===== src/rtl/mem_port_arbiter_pkg.sv =====
// mem_port_arbiter_pkg: shared types for the RAM port arbiter.
// FSM state encodings, port ids and the fixed-priority helper.
package mem_port_arbiter_pkg;

  typedef enum logic [1:0] {
    ST_IDLE   = 2'd0,
    ST_ACCESS = 2'd1,
    ST_WAIT   = 2'd2,
    ST_ACK    = 2'd3
  } arb_state_t;

  localparam logic PORT_IF = 1'b0;
  localparam logic PORT_D  = 1'b1;

  function automatic logic fixed_pick(
    input logic data_prio
  );
    return data_prio ? PORT_D : PORT_IF;
  endfunction

endpackage


===== src/rtl/mem_arb_pick.sv =====
// mem_arb_pick: combinational 2-way picker.
// Chooses fetch or data port from the live requests.
module mem_arb_pick
  import mem_port_arbiter_pkg::*;
#(
  parameter bit RR        = 1'b0,
  parameter bit DATA_PRIO = 1'b1
) (
  input  logic if_req,
  input  logic d_req,
  input  logic last_grant,
  output logic grant
);

  logic both;
  logic only_d;
  logic only_if;

  assign both    = if_req & d_req;
  assign only_d  = d_req & ~if_req;
  assign only_if = if_req & ~d_req;

  // a lone request wins; a tie goes to rotation or fixed priority
  always_comb begin
    grant = PORT_IF;
    unique case (1'b1)
      both: begin
        if (RR)
          grant = ~last_grant;
        else
          grant = fixed_pick(DATA_PRIO);
      end
      only_d:  grant = PORT_D;
      only_if: grant = PORT_IF;
      default: grant = PORT_IF;
    endcase
  end

endmodule


===== src/rtl/mem_port_arbiter.sv =====
// mem_port_arbiter: shares one registered-read RAM port
// between instruction fetch and load/store, one op at a time.
module mem_port_arbiter
  import mem_port_arbiter_pkg::*;
#(
  parameter int ADDR_W    = 12,
  parameter int DATA_W    = 32,
  parameter bit DATA_PRIO = 1'b1,
  parameter bit RR        = 1'b0
) (
  input  logic              clk,
  input  logic              rst_n,
  input  logic              if_req,
  input  logic [ADDR_W-1:0] if_addr,
  output logic [DATA_W-1:0] if_rdata,
  output logic              if_ack,
  input  logic              d_req,
  input  logic              d_we,
  input  logic [ADDR_W-1:0] d_addr,
  input  logic [DATA_W-1:0] d_wdata,
  output logic [DATA_W-1:0] d_rdata,
  output logic              d_ack,
  output logic              ram_wea,
  output logic [ADDR_W-1:0] ram_addra,
  output logic [DATA_W-1:0] ram_dina,
  input  logic [DATA_W-1:0] ram_douta,
  output logic              busy
);

  arb_state_t state;
  arb_state_t nxt;

  logic              gnt;
  logic              any_req;
  logic              take;
  logic              last_grant;
  logic              lat_id;
  logic              lat_we;
  logic [ADDR_W-1:0] lat_addr;
  logic [DATA_W-1:0] lat_wdata;

  assign any_req = if_req | d_req;
  assign take    = (state == ST_IDLE) & any_req;

  mem_arb_pick #(
    .RR        (RR),
    .DATA_PRIO (DATA_PRIO)
  ) u_pick (
    .if_req     (if_req),
    .d_req      (d_req),
    .last_grant (last_grant),
    .grant      (gnt)
  );

  // state register
  always_ff @(posedge clk or negedge rst_n) begin
    if (!rst_n)
      state <= ST_IDLE;
    else
      state <= nxt;
  end

  // next state: writes skip the read wait cycle
  always_comb begin
    nxt = ST_IDLE;
    unique case (state)
      ST_IDLE:   nxt = any_req ? ST_ACCESS : ST_IDLE;
      ST_ACCESS: nxt = lat_we ? ST_ACK : ST_WAIT;
      ST_WAIT:   nxt = ST_ACK;
      ST_ACK:    nxt = ST_IDLE;
      default:   nxt = ST_IDLE;
    endcase
  end

  // latch the winner's request; held until the next grant
  always_ff @(posedge clk or negedge rst_n) begin
    if (!rst_n) begin
      lat_id     <= PORT_IF;
      lat_we     <= 1'b0;
      lat_addr   <= '0;
      lat_wdata  <= '0;
      last_grant <= PORT_IF;
    end else if (take) begin
      lat_id     <= gnt;
      last_grant <= gnt;
      if (gnt == PORT_D) begin
        lat_we    <= d_we;
        lat_addr  <= d_addr;
        lat_wdata <= d_wdata;
      end else begin
        lat_we    <= 1'b0;
        lat_addr  <= if_addr;
      end
    end
  end

  // capture read data into the winner's register only
  always_ff @(posedge clk or negedge rst_n) begin
    if (!rst_n) begin
      if_rdata <= '0;
      d_rdata  <= '0;
    end else if (state == ST_WAIT) begin
      if (lat_id == PORT_D)
        d_rdata  <= ram_douta;
      else
        if_rdata <= ram_douta;
    end
  end

  assign busy      = (state != ST_IDLE);
  assign ram_wea   = (state == ST_ACCESS) & lat_we;
  assign ram_addra = lat_addr;
  assign ram_dina  = lat_wdata;
  assign if_ack    = (state == ST_ACK) & (lat_id == PORT_IF);
  assign d_ack     = (state == ST_ACK) & (lat_id == PORT_D);

endmodule


===== config.mk =====
export PLATFORM = sky130hd
export DESIGN_NAME = mem_port_arbiter
export DESIGN_NICKNAME = d
export VERILOG_FILES = /design/src/rtl/mem_port_arbiter_pkg.sv /design/src/rtl/mem_arb_pick.sv /design/src/rtl/mem_port_arbiter.sv
export SDC_FILE = /design/constraint.sdc
export NUM_CORES = 1
export LEC_CHECK = 0
export CAP_MARGIN = 5
export CORE_MARGIN = 2
export CORE_UTILIZATION = 42
export DETAILED_ROUTE_END_ITERATION = 10
export PLACE_DENSITY_LB_ADDON = 0.3
export SYNTH_ARGS = -nofsm -noshare
export SYNTH_HDL_FRONTEND = slang
export SYNTH_SLANG_ARGS = --single-unit
export TNS_END_PERCENT = 10

===== constraint.sdc =====
create_clock -name clk -period 1.8 [get_ports clk]
set_input_delay 0.36 -clock clk [delete_from_list [all_inputs] [get_ports clk]]
set_output_delay 0.36 -clock clk [all_outputs]
set_load 0.01 [all_outputs]

### Word-level counts from Yosys, hierarchy flattened

Index checks and enable logic that the tools add are counted.

| cells by class | value |
|---|---|
| eq/ne operators | 3 |
| muxes and demuxes | 6 |
| bitwise operators | 9 |
| reductions and logical operators | 6 |

Operator list:

| operator | number |
|---|---|
| two-way mux 12 bit | 1 |
| one-hot mux 2 bit (4 select lines) | 1 |
| AND 1 bit | 6 |
| AND reduction 2 bit | 3 |
| equality test 2 bit, second input constant | 2 |
| two-way mux 1 bit | 4 |
| equality test 2 x 1 -> 1 bit, second input constant | 1 |
| zero test 2 bit | 1 |
| NOT 1 bit | 2 |
| nonzero test 2 bit | 1 |
| OR reduction 2 bit | 1 |
| bitwise OR 1 bit | 1 |

| word-level totals | value |
|---|---|
| bits in registers | 112 |
| bits of input ports | 93 |
| output and inout port bits | 112 |
| logic and storage cells | 31 |

### Depth between registers and ports, before layout

Gate-level depths: netlist (run 1).

| logic depth | value |
|---|---|
| depth after elaboration | 5 |
| mapped depth | 6 |
| mapped depth without buffers | 4 |

### Cells and area by module

A second synthesis (run 1) with hierarchy kept.

| unflattened totals | value |
|---|---|
| cells, all modules | 266 |
| area, all modules | 4528.1 sq um |

Modules (own cells, without submodules):

| module | times used | cells an instance | area each (sq um) | sequential area each (sq um) |
|---|---|---|---|---|
| mem_port_arbiter | 1 | 265 | 4524.3 | 2802.7 |
| mem_arb_pick | 1 | 1 | 3.8 | 0.0 |

### Worst setup path before layout (run 1)

Ideal clock, no wire load.

| timing | value |
|---|---|
| path type | flip-flop to output port |
| from | register state[0] |
| to | output busy |
| arrival time | 1191 ps |
| data required time | 1440 ps |
| path slack | 249 ps |
| cell stages (with the launch flop) | 6 |
| buffers on the path | 2 |
| cell sequence | dfrtp_1 inv_1 ha_1 buf_2 buf_1 inv_1 |

| between the ends | value |
|---|---|
| cells in the longest elaborated chain, start to end | 1 |

RTL lines:

| what | RTL line | RTL |
|---|---|---|
| start, declared | mem_port_arbiter.sv:30 | `arb_state_t state;` |
| start signal, assigned | mem_port_arbiter.sv:60 | `state <= nxt;` |
| nonzero test 2 bit | mem_port_arbiter.sv:110 | `assign busy = (state != ST_IDLE);` |
| end, declared | mem_port_arbiter.sv:27 | `output logic busy` |

No other way between the ends.

### Worst setup path in the final report (run 1)

Same ends and word-level chain as after synthesis.

==> results of run 1 <==
==> power by group <==
group          total [uW]  leakage, uW  internal, uW  switching [uW]
registers            4500      0.00131          3820             678
logic                6160      0.00152          3890            2270
clock network        1510     0.000100           693             818
total               12200      0.00293          8400            3760
==> what timing repair did <==
| item | CTS | global route |
|---|---|---|
| gates cloned | 0 | 0 |
| setup endpoints to repair | 4 | 15 |
| gates resized for setup | 7 | 4 |
| hold buffers | 1 | 0 |
| endpoints found under the hold margin | 22 | 0 |
| buffers inserted | 1 | 0 |
==> cells in the final DEF, fill, tap and decap left out, types with 6 or more instances in the layout <==
cell type and n:
clkdlybuf4s50_1 199, dfrtp_1 112, mux2_2 92, buf_4 13
nand3b_1 11, o211a_1 11, nand4bb_1 10, clkbuf_8 10
buf_12 6
==> logic make-up (layout without fill, tap and decap cells) <==
kind of cell	after synthesis	after routing	share of synthesized area, %
AOI/OAI and AO/OA	18	18	3.47
adders and majority gates	5	5	1.38
buffers and inverters	22	243	3.72
DFF	112	112	61.7
muxes	96	96	23.8
and+or+nand+nor	31	31	5.87
==> metrics by stage <==
stage / hold WS, ps / TNS, ps / instance area [sq um] / utilization (%) / setup slack [ps]
CTS: 464 / 0 / 7020 / 67.4 / 17.1
global placement: 308 / -15.5 / 6810 / 65.3 / -15.5
detailed placement: 315 / -146 / 6810 / 65.3 / -88.4
global route: 458 / -62.0 / 7030 / 67.4 / -62.0
floorplan: 64.4 / 0 / 4540 / - / 249
finish: 455 / 0 / 7030 / 67.4 / 49.8
==> worst max-delay path by stage <==
stage                     slack (ps)       endpoint  depth (start not counted)
after detailed placement         -90  ram_addra[11]                          3
after global routing             -60           busy                          4
after global placement           -20  ram_addra[11]                          3
after CTS                         20           busy                          4
final                             50           busy                          4
after floorplan                  250           busy                          5
==> area by class of cell <==
class	instances	area share (%)
clock buffers	11	2.01
clock inverters	5	0.908
inverters	4	0.214
multi-input cells	150	22.5
flip-flops and latches	112	39.9
well taps	136	2.42
repair buffers	223	32.1
==> metal layers <==
metal  track usage (%)  vias up  share of wire [%]  wire length (um)
li1                  -     1453                  -                 -
met1              21.6     1573                 39              4180
met2              32.7      144                 51              5390
met3              7.29        8                9.4              1010
met4              5.13        0               0.83                89
met5                 0        -                  0                 0
==> flip-flops by register name, summed over array words and instances (netlist names) <==
signal     flops
lat_we         1
state          2
ram_addra     12
ram_dina      32
lat_id         1
d_rdata       32
if_rdata      32
==> worst max-delay path, stage by stage (launching register included) <==
cell           delay, ps
dfrtp_1              410
inv_1                120
ha_1                 200
inv_1                 40
dlygate4sd2_1        270
==> metrics, run 1 <==
Tot Pwr=12200 uW; unrepaired setup endpoints after global routing=true; Clk pin slew, worst setup/hold paths=approximately 110 ps; peak supply drop=0.836 mV; critical path endpoint category=output pin; GRT overflow=0; core footprint=0.0104 sq mm; clk buf depth=2; Post-Synthesis Cells=284; r2r endpoint=ram_dina[8]; hpwl dp=between 8 and 9 mm; routability congestion estimate=0.768; total track usage=18.8%; Async SR Flop Fraction=between 90% and 100%; Filler cells=around 790; MaxCap Viol Count=0; Final Skew=16.2 ps; fin crit period=1750 ps; final hold violations=0; Synth Warn #=0; Die Y=~110 um; syn_nets=382; largest net degree at the start of global routing=28; initial drt markers=around 100; ant diodes=0; syn_area_per_cell=16.0 sq um; R2R Setup Slk=160 ps; # H-tree levels=3; status=finished clean; vias per cell=4.96; clk_lat worst skew=360 ps; Die ar.=0.0117 sq mm; post-route antenna net violation count=0; register area=about 0.0028 sq mm; WS Path Type=register to output pin; DR pass1 iterations=4; total number of vias=around 3200; vias in the first global route=3420; PwrDens=1730 mW/mm^2; final setup vio count=0; CTS tree=done; Post-Route WL=10.7 mm; sequential area share after synthesis=61.7%; synthesized cell area=0.00454 sq mm; NumNets Final=598; placed insts=623; clk sink count=112; part of the cycle the worst path needs=between 90% and 100%; top post-synthesis cells by area=dfrtp_1 (62%), mux2_2 (23%), nand4bb_1 (2.5%); global-route wire length before repair=17.1 mm; PortBufs=204; Slew Limit Headroom=74.6%; HP Class=primary input to async pin; top-count cell post-synth=dfrtp_1; area taken by multi-input logic gates=0.00158 sq mm; io pins=about 210; arrival time of the worst setup path=around 1400 ps; fin cells=641; Num CTS Buffers=9; antenna violations before repair=0; r2r worst-path depth=6; CTS Root Cell=clkbuf_8; # rows=37; RR Startpoint=state[0]; max-slew violation count=0; Pleak=around 0.0029 uW; Die Wd=108 um; DRC viols=0; area leader, netlist=dfrtp_1; Yosys reg bits=approximately 110; Most used DFF post-synth=dfrtp_1; starting density of the core=43.6%; fraction of layout cells with a size suffix above 1=26.1%; CP Max Fanout=3; EDFF count, synth=0; Routed WL per cell=16.6 um; critical path startpoint category=register; critical path launch point=state[0]; post-synth top area share=61.7%; Cell variety after synth=23; fmax=571 MHz; Post-synth top cells=dfrtp_1 (112), mux2_2 (92), nand3b_1 (11), o211a_1 (11), nand4bb_1 (10); critical path required time=around 1400 ps; Layout area overhead=54.8%; worst-margin pin slew=between 300 and 400 ps
(Power assumes the default switching activity.)
==> run 2, diff against run 1 <==
TNS_END_PERCENT = not set   (was 10)
==> run 2 against run 1 <==
Die area stayed put; via count is 0.13% higher; setup slack better by 44 ps; critical endpoint is now ram_wea.
==> metrics, run 2 (synthesis gave the netlist of run 1 again) <==
status=finished clean (unchanged); CP Max Fanout=3 (unchanged); Slew Limit Headroom=74.6% (about the same); Die Wd=108 um (unchanged); hpwl dp=8.21 mm (unchanged); final core occ=67.4% (unchanged); vias per cell=4.96 (about the same); commonest non-fill, non-tap cells in the layout=clkdlybuf4s50_1 (199), dfrtp_1 (112), mux2_2 (92) (unchanged); Layout area overhead=54.8% (unchanged); fraction of layout cells with a size suffix above 1=27.3% (was 26.1%); # H-tree levels=3 (unchanged); area taken by multi-input logic gates=0.00158 sq mm (about the same); Final Skew=15.2 ps (was 16.2 ps); Routed WL per cell=16.6 um (about the same); global-route wire length before repair=17.1 mm (unchanged); PwrDens=1730 mW/mm^2 (about the same); dpl ws=-88.4 ps (unchanged); final setup vio count=0 (unchanged); ant diodes=0 (unchanged); total number of vias=3182 (was 3178); Pleak=0.00293 uW (about the same); worst-margin pin slew=381 ps (about the same); core footprint=0.0104 sq mm (unchanged); final hold violations=0 (unchanged); DRC viols=0 (unchanged); initial drt markers=92 (was 102); Post-Route WL=10.7 mm (about the same); WS Path Type=register to output pin (unchanged); NumNets Final=599 (was 598); placed insts=623 (unchanged); post-route antenna net violation count=0 (unchanged); routability congestion estimate=0.768 (unchanged); fin cells=642 (was 641); vias in the first global route=3420 (unchanged); # rows=37 (unchanged); post-route cell area=0.00703 sq mm (unchanged); io pins=205 (unchanged); PortBufs=204 (unchanged); critical path endpoint category=output pin (unchanged); largest net degree at the start of global routing=28 (unchanged); critical path startpoint category=register (unchanged); unrepaired setup endpoints after global routing=false (was true); clk sink count=112 (unchanged); CTS Root Cell=clkbuf_8 (unchanged); Die Y=108 um (unchanged); MaxCap Viol Count=0 (unchanged); Clk pin slew, worst setup/hold paths=110 ps (about the same); antenna violations before repair=0 (unchanged); total track usage=18.8% (unchanged); peak supply drop=0.839 mV (was 0.836 mV); fmax=586 MHz (was 571 MHz); HP Class=primary input to async pin (unchanged); DR pass1 iterations=4 (unchanged); Filler cells=787 (unchanged); clk buf depth=2 (unchanged); arrival time of the worst setup path=1350 ps (was 1390 ps); final worst slack=93.8 ps (was 49.8 ps); TNS Setup=0 ps (unchanged); GRT overflow=0 (unchanged); critical path required time=1440 ps (about the same); starting density of the core=43.6% (unchanged); Num CTS Buffers=9 (unchanged); max-slew violation count=0 (unchanged); fin crit period=1710 ps (was 1750 ps); clk_lat worst skew=360 ps (about the same); most common cell after layout, fill and taps aside=clkdlybuf4s50_1 (unchanged); CTS tree=done (unchanged); Die ar.=0.0117 sq mm (unchanged); register area=0.00280 sq mm (unchanged); placed instance area=0.00681 sq mm (unchanged); part of the cycle the worst path needs=94.8% (was 97.2%)
-- run 2: cell count changes in the layout (fill, tap and decap cells not counted) --
cell,before,now
clkbuf_2,0,2
clkdlybuf4s15_1,2,0
inv_1,4,2
inv_2,0,2
buf_4,13,14
ha_1,4,3
ha_2,1,2
-- run 2: per-layer routing --
metal / up-vias / track usage, % / wire [um]
met3: 8 / 7.29 / 989
met1: 1579 / 21.6 / 4190
met2: 138 / 32.7 / 5390
met4: 0 / 5.13 / 90
met5: - / 0 / 0
li1: 1457 / - / -
-- run 2: critical path: stages, from the launching register on --
cell,delay [ps]
dfrtp_1,420
buf_4,150
ha_2,170
and2_1,130
buf_2,140
-- run 2: worst paths after layout --
kind,start,end,slack (ps),cells past startpoint
max in group asynchronous,rst_n,if_rdata[13],780,3
setup reg to reg,state[0],if_rdata[10],210,5
hold / removal,rst_n,d_rdata[6],460,2
hold reg to reg,if_rdata[5],if_rdata[5],500,1
setup / recovery,state[0],ram_wea,90,4
min in group clk,if_rdata[5],if_rdata[5],500,1
-- run 2: cell type report --
| class | instances | share of cell area (%) |
|---|---|---|
| Clock buffer | 11 | 2.01 |
| Sequential cell | 112 | 39.9 |
| Inverter | 4 | 0.214 |
| Multi-Input combinational cell | 150 | 22.5 |
| Timing Repair Buffer | 224 | 32.0 |
| Clock inverter | 5 | 0.908 |
| Tap cell | 136 | 2.42 |
-- run 2: per-stage QoR --
| step | power [uW] | hold slack (ps) |
|---|---|---|
| after floorplan | 7360 | 64.4 |
| after global placement | 10600 | 308 |
| after detailed placement | 10800 | 315 |
| after CTS | 12300 | 464 |
| after global routing | 13000 | 458 |
| final | 12200 | 455 |
-- run 2: report_power, final --
part	leakage (uW)	switching [uW]	internal, uW
sequential	0.00131	682	3820
combinational	0.00152	2270	3900
clock	0.000100	816	693
total	0.00293	3770	8410
-- run 2: timing repair --
action                     in CTS  in global routing
gates resized for setup         7                  9
pin swaps                       0                  0
buffers inserted                1                  1
setup endpoints to repair       4                 15
hold buffers                    1                  0
hold endpoints to repair       22                  0
==> run 3, diff against run 2 <==
ABC_AREA = 0   (was not set)
==> results of run 3 <==
Same layout as run 2: the final DEF is identical, and so are final timing and power.
